[config.mk]
export PLATFORM = sky130hd
export DESIGN_NAME = sha256_stream_ctrl
export DESIGN_NICKNAME = d
export VERILOG_FILES = /design/src/rtl/sha256_pkg.sv /design/src/rtl/sha256_pad_word.sv /design/src/rtl/sha256_stream_ctrl.sv
export SDC_FILE = /design/constraint.sdc
export NUM_CORES = 2
export LEC_CHECK = 0
export CAP_MARGIN = 10
export CORE_AREA = 2 2 418 420
export CTS_CLUSTER_DIAMETER = 200
export DETAILED_ROUTE_END_ITERATION = 8
export DIE_AREA = 0 0 420 422
export PLACE_DENSITY = 0.37
export SLEW_MARGIN = 10
export SYNTH_ARGS = -nofsm -noshare
export SYNTH_HDL_FRONTEND = slang
export SYNTH_SLANG_ARGS = --single-unit
[constraint.sdc]
create_clock -name clk -period 7.06 [get_ports clk]
set_input_delay 0.706 -clock clk [delete_from_list [all_inputs] [get_ports clk]]
set_output_delay 0.706 -clock clk [all_outputs]
set_load 0.005 [all_outputs]
[src/rtl/sha256_pkg.sv]
// sha256_pkg: FSM state encoding, SHA-256 initial hash values and padding constants shared by the stream controller
package sha256_pkg;
  typedef enum logic [2:0] {IDLE, FILL, PAD, START, WAIT, OUT} state_t;
  localparam logic [255:0] IV = {
    32'h6a09e667, 32'hbb67ae85, 32'h3c6ef372, 32'ha54ff53a,
    32'h510e527f, 32'h9b05688c, 32'h1f83d9ab, 32'h5be0cd19
  };
  localparam logic [7:0] PAD_BYTE = 8'h80;
  localparam logic [5:0] LEN_FIT_BYTES = 6'd55;
endpackage

[src/rtl/sha256_pad_word.sv]
// sha256_pad_word: combinational padding word generator
//   idx       word index within the block being built
//   pad_done  0x80 byte already placed; len_ok the length words belong in this block
//   byte_cnt  message length in bytes; data/bytes the final message word and its valid byte count
//   pad_word  word PAD writes at idx; last_word final word with 0x80 merged after the valid bytes
//   pad_fits / last_fits  the 0x80 byte written now lands at or before the length-fit threshold
module sha256_pad_word
  import sha256_pkg::*;
(
  input  logic [3:0]  idx,
  input  logic        pad_done,
  input  logic        len_ok,
  input  logic [60:0] byte_cnt,
  input  logic [31:0] data,
  input  logic [1:0]  bytes,
  output logic [31:0] pad_word,
  output logic [31:0] last_word,
  output logic        pad_fits,
  output logic        last_fits
);
  logic [63:0] bit_len;
  logic [4:0]  sh;
  assign bit_len = {byte_cnt, 3'b000};
  assign sh = {bytes, 3'b000};
  assign pad_word = !pad_done ? {PAD_BYTE, 24'h0} :
                    len_ok && idx == 4'd14 ? bit_len[63:32] :
                    len_ok && idx == 4'd15 ? bit_len[31:0] : 32'h0;
  // keep the left-justified valid bytes, drop 0x80 into the first invalid byte
  assign last_word = bytes == 2'd0 ? data : (data & ~(32'hffff_ffff >> sh)) | ({PAD_BYTE, 24'h0} >> sh);
  assign pad_fits = {idx, 2'b00} <= LEN_FIT_BYTES;
  assign last_fits = {idx, 2'b00} + 6'(bytes) <= LEN_FIT_BYTES;
endmodule

[src/rtl/sha256_stream_ctrl.sv]
// sha256_stream_ctrl: streams message words into 512-bit blocks, pads them and sequences an external SHA-256 core
//   in_valid/in_data/in_last/in_bytes/in_ready  word stream input, big-endian, final word may be partial
//   core_start/core_first_run/core_block        block hand-off to the core; core_ready/core_hash its result
//   digest_valid/digest/digest_ready            final digest handshake; busy high outside IDLE
module sha256_stream_ctrl
  import sha256_pkg::*;
(
  input  logic         clk,
  input  logic         rst,
  input  logic         in_valid,
  input  logic [31:0]  in_data,
  input  logic         in_last,
  input  logic [1:0]   in_bytes,
  output logic         in_ready,
  output logic         core_start,
  output logic         core_first_run,
  output logic [511:0] core_block,
  input  logic         core_ready,
  input  logic [255:0] core_hash,
  output logic         digest_valid,
  output logic [255:0] digest,
  input  logic         digest_ready,
  output logic         busy
);
  state_t            state;
  logic [0:15][31:0] blk;
  logic [3:0]        idx;
  logic [60:0]       byte_cnt;
  logic              ended, pad_done, len_ok, first, skip;
  logic [31:0]       pad_word, last_word;
  logic              pad_fits, last_fits, accept, part;
  assign in_ready = (state == IDLE || state == FILL) && !rst;
  assign accept = in_valid && in_ready;
  assign part = in_last && in_bytes != 2'd0;
  assign busy = state != IDLE;
  assign core_block = blk;
  sha256_pad_word u_pad (
    .idx       (idx),
    .pad_done  (pad_done),
    .len_ok    (len_ok),
    .byte_cnt  (byte_cnt),
    .data      (in_data),
    .bytes     (in_bytes),
    .pad_word  (pad_word),
    .last_word (last_word),
    .pad_fits  (pad_fits),
    .last_fits (last_fits)
  );
  always_ff @(posedge clk) begin
    if (rst) begin
      state <= IDLE;
      blk <= '0;
      idx <= '0;
      byte_cnt <= '0;
      ended <= 1'b0;
      pad_done <= 1'b0;
      len_ok <= 1'b0;
      first <= 1'b1;
      skip <= 1'b0;
      core_start <= 1'b0;
      core_first_run <= 1'b0;
      digest_valid <= 1'b0;
      digest <= '0;
    end else begin
      core_start <= 1'b0;
      core_first_run <= 1'b0;
      case (state)
        IDLE, FILL: if (accept) begin
          blk[idx] <= part ? last_word : in_data;
          byte_cnt <= byte_cnt + (part ? 61'(in_bytes) : 61'd4);
          idx <= idx + 4'd1;
          ended <= in_last;
          pad_done <= part;
          len_ok <= part && last_fits;
          if (idx == 4'd15) begin
            state <= START;
            core_start <= 1'b1;
            core_first_run <= first;
          end else
            state <= in_last ? PAD : FILL;
        end
        PAD: begin
          blk[idx] <= pad_word;
          idx <= idx + 4'd1;
          if (!pad_done) begin
            pad_done <= 1'b1;
            len_ok <= pad_fits;
          end
          if (idx == 4'd15) begin
            state <= START;
            core_start <= 1'b1;
            core_first_run <= first;
          end
        end
        START: begin
          state <= WAIT;
          skip <= 1'b1;
        end
        // the core may still show its previous done flag right after the start pulse
        WAIT: if (skip)
          skip <= 1'b0;
        else if (core_ready) begin
          if (len_ok) begin
            digest <= core_hash;
            digest_valid <= 1'b1;
            state <= OUT;
          end else begin
            // a placed 0x80 that did not fit leaves only zeros and the length for the next block
            blk <= '0;
            idx <= '0;
            first <= 1'b0;
            len_ok <= pad_done;
            state <= ended ? PAD : FILL;
          end
        end
        OUT: if (digest_ready) begin
          digest_valid <= 1'b0;
          state <= IDLE;
          blk <= '0;
          idx <= '0;
          byte_cnt <= '0;
          ended <= 1'b0;
          pad_done <= 1'b0;
          len_ok <= 1'b0;
          first <= 1'b1;
        end
        default: state <= IDLE;
      endcase
    end
  end
endmodule

# Yosys cells after proc, flatten, opt, wreduce, memory -nomap -nowiden
# Cells that the tools add are included.
[totals]
ff_bits = 844
latchBits = 0
ram_bits = 0
rom_bits = 0
memories = 0
[classes]
n_addsub = 3
mul = 0
n_div = 0
order_cmp = 4
n_eq_ne = 15
shifts = 2
muxes = 62
bitwise = 5
n_reduce_logical = 27
[ops]
columns = ["operator", "count"]
rows = [
  ["$mux W512", 5],
  ["$pmux W512 S4", 1],
  ["$bwmux W512", 2],
  ["$mux W32", 6],
  ["$demux W32 S4", 1],
  ["$mux W61", 2],
  ["$pmux W61 S2", 1],
  ["$shr A32 B5 Y32 const A", 2],
  ["$add A61 B3 Y61", 1],
  ["$and A32 B32 Y32", 1],
  ["$not A32 Y32", 1],
  ["$or A32 B32 Y32", 1],
  ["$mux W3", 7],
  ["$mux W4", 5],
  ["$mux W1", 19],
  ["$ne A2 B2 Y1 const B", 8],
  ["$pmux W4 S4", 1],
  ["$pmux W3 S5", 1],
  ["$reduce_and A5 Y1", 3],
  ["$le A6 B6 Y1 const B", 2],
  ["$pmux W1 S2", 6],
  ["$reduce_and A6 Y1", 2],
  ["$eq A4 B4 Y1 const B", 2],
  ["$reduce_bool A2 Y1", 4],
  ["22 further kinds", 34],
]

# Longest topological paths before layout
[logic_depth]
ltp_word = 9
mapped_depth = 11

# By module
# A second synthesis with hierarchy kept.
[unflattened]
hier_cells = 3580
area_unflattened_um2 = 31514.0
[by_module_without_submodules]
columns = ["mod", "instances", "cells_each", "area_each_um2", "seq_area_each_um2"]
rows = [
  ["sha256_stream_ctrl", 1, 3465, 30714.5, 16896.2],
  ["sha256_pad_word", 1, 115, 799.5, 0.0],
]

# Worst setup path after synthesis
# OpenSTA, ideal clock, no wires.
[synth_path]
kind = "input to register"
from = "in in_last"
to = "reg byte_cnt[36]"
t_arrival_ps = 2762
setup_slack_ps = 4228
path_stages = 8
path_buffers = 1
cell_sequence = "clkbuf_1 o21ai_0 ha_1 a21oi_1 a211oi_4 nand3_2 or4_1 a21oi_1"
[synth_between]
elab_chain_cells = 5
[synth_rtl]
columns = ["item", "line", "rtl"]
rows = [
  ["start: declaration", "sha256_stream_ctrl.sv:12", "input logic in_last,"],
  ["$logic_and A1 B1 Y1", "sha256_stream_ctrl.sv:34", "assign part = in_last && in_bytes != 2'd0;"],
  ["$mux W3", "sha256_stream_ctrl.sv:70", "byte_cnt <= byte_cnt + (part ? 61'(in_bytes) : 61'd4);"],
  ["$add A61 B3 Y61", "sha256_stream_ctrl.sv:70", ""],
  ["$mux W61", "sha256_stream_ctrl.sv:68", "IDLE, FILL: if (accept) begin"],
  ["$pmux W61 S2", "sha256_stream_ctrl.sv:67", "case (state)"],
  ["end signal: assignment", "sha256_stream_ctrl.sv:70", ""],
  ["end: declaration", "sha256_stream_ctrl.sv:28", "logic [60:0] byte_cnt;"],
]
# Every way passes these cells. The select of a mux whose other input is x is not followed.
# A chain may end at the register's enable or synchronous reset.

==> metrics.txt <==
status=complete, no violations; clk_skew=0.04466 ns; wire length of the first global-routing pass=223,200 um; Die Span Y=422 um; Final Max Tran Viols=0; Max Fclk=263.4 MHz; ANT nets after route=0; period utilization=53.78%; Synth warnings=0; I/O Buffers=approximately 1,100; Worst Path Max Fanout=35; max-cap violations=0; Post-synth EDFFs=0; Hold Buf Count CTS=0; Setup crit end kind=register; fillers=18,290; DR vias/cell=~4.3; vias=27,130; Avg Cell Area, Syn=about 9.9 sq um; CTS H-tree lvls=3; total gr overflow=0; Post-CTS Repair Setup Buffers=0; Die Wd=420 um; Core Region=172,900 sq um; largest net degree at the start of global routing=139; Clock Tree Buf Depth=3; worst rel slew slack=19.33%; WHS Path Cells=2; Row Count=roughly 150; Starting Density=between 15 and 20%; DR top layer=met5; R2R depth=6; sequential area share after synthesis=57.19%; Register Area=16,900 sq um; unrepaired setup endpoints after global routing=false; most frequent cells in the layout=clkdlybuf4s50_1, dfxtp_1, nand2_1; ratio of cells with drive above 1 in the final layout=7.180%; Root Driver=clkbuf_16; clk_lat worst skew=approximately 0.75 ns; Area growth, synth to finish=56.77%; # setup viols final=0; final setup TNS=0 ns; syn_nets=~3,300; leading cell type in the layout, fill and taps excluded=clkdlybuf4s50_1; Die ar.=approximately 180,000 sq um; CTS buffer count=104; Worst Max-Slew Pin Slew=1.210 ns; WL/cell=25.67 um; area of the multi-input gates=11,700 sq um; synth unique cells=70; #FFs+latches synth=844; M1 WL=63,470 um; post-cts sizing count=0; Post-Synthesis Cells=2,982; residual DRC count=0; pwr dens=254.7 nW/um^2; initial antenna violation count=24; Tmin final=3.797 ns; GRT Util Overall=17.72%; clk slew on worst S/H paths=0.06 ns; CP required=7.74 ns; routed wire length=between 150,000 and 200,000 um; metal2 WL=between 80,000 and 90,000 um; Pwr Total=~12 mW; cell area after synthesis=~30,000 sq um; WL met3=11,280 um; nets@finish=4,258; CP Launch Type=register; RePlAce Congestion=slightly above 0.8; critical path type=register to register; Most used DFF post-synth=dfxtp_1; endpoints failing hold=0; Post-synth ARST share=0%; IO Count=1,069; vias in the first global route=26,750; fin cells=6,366; CP Data Arrival Time=4.48 ns; Leak=15.97 nW; dpl hpwl=119,900 um; TritonCTS clock tree=built; worst hold path class=input port to register; DR pass1 iterations=5; Clock Sinks=844; DP Cell Count=6,172; Max VDD drop=0.1875 mV; drt initial violations=1,691
## report_power, final
part	switching (mW)	internal (mW)	total, mW
Combinational	0.852	0.443	1.30
Clock	2.32	3.28	5.61
Sequential	0.0565	4.84	4.90
## final cells by class
cell class                 count  share of cell area [%]
inverter                      14                  0.1135
clock inverter                36                   1.067
tap                         2325                   6.281
multi-input combinational   1860                   25.25
clock buffer                 156                   6.583
antenna                        2                 0.01081
sequential                   844                   36.48
timing repair buffer        1129                   24.21
## synth_stat cells (16+ instances only)
| cell | n | share of area [%] |
|---|---|---|
| dfxtp_1 | 844 | 57 |
| nand2_1 | 588 | 7.5 |
| a22o_1 | 489 | 14 |
| a21oi_1 | 318 | 5.4 |
| clkbuf_1 | 132 | 1.7 |
| buf_2 | 107 | 1.8 |
| nor2_1 | 50 | 0.64 |
| o21ai_0 | 48 | 0.81 |
| nand3_1 | 33 | 0.56 |
| or3_1 | 27 | 0.57 |
| nand4_1 | 25 | 0.53 |
| and3_1 | 22 | 0.47 |
| xor2_1 | 22 | 0.65 |
| a22oi_1 | 17 | 0.43 |
| a31oi_1 | 16 | 0.34 |
| buf_4 | 16 | 0.41 |
| o2bb2ai_1 | 16 | 0.47 |
## worst max-delay path, stage by stage (launching register included)
cell	delay, ns
dfxtp_1	0.70
nor2_1	0.23
a21oi_1	0.44
and3_2	0.68
buf_12	0.32
and4b_1	1.04
a22o_1	0.28
## metrics by stage
step	hold slack (ns)	util (%)	setup WS, ns	cell area (sq um)
2_1_floorplan	0.4153	-	4.228	29540
3_3_place_gp	0.4406	24.74	2.567	42770
3_5_place_dp	0.4450	24.74	2.491	42770
4_1_cts	0.3036	26.79	3.214	46310
5_1_grt	0.3628	26.79	3.049	46310
6_report	0.4035	26.79	3.263	46320
## per-layer routing
layer,track usage (%),vias up
met4,6.775,36
met3,4.906,237
met2,31.48,975
met1,19.91,13200
met5,0,-
li1,-,12680
## kinds of logic (layout without fill, tap and decap cells)
family / count (synthesis) / after routing / synth area share [%]
buffers and inverters: 278 / 1335 / 4.265
xor gates and xnor gates: 28 / 28 / 0.8300
DFF: 844 / 844 / 57.19
adders and majority gates: 9 / 9 / 0.4066
and+or+nand+nor: 867 / 867 / 13.76
AOI/OAI and AO/OA: 956 / 956 / 23.55
other: 0 / 2 / 0
## worst paths after layout
check | startpoint | slack (ns) | end
worst max-delay path | state[2] | 3.26 | register
worst min-delay path | rst | 0.40 | byte_cnt[2]
worst max register to register | state[2] | 3.26 | register
worst min register to register | digest[133] | 0.45 | digest[133]
(Power assumes the default switching activity.)
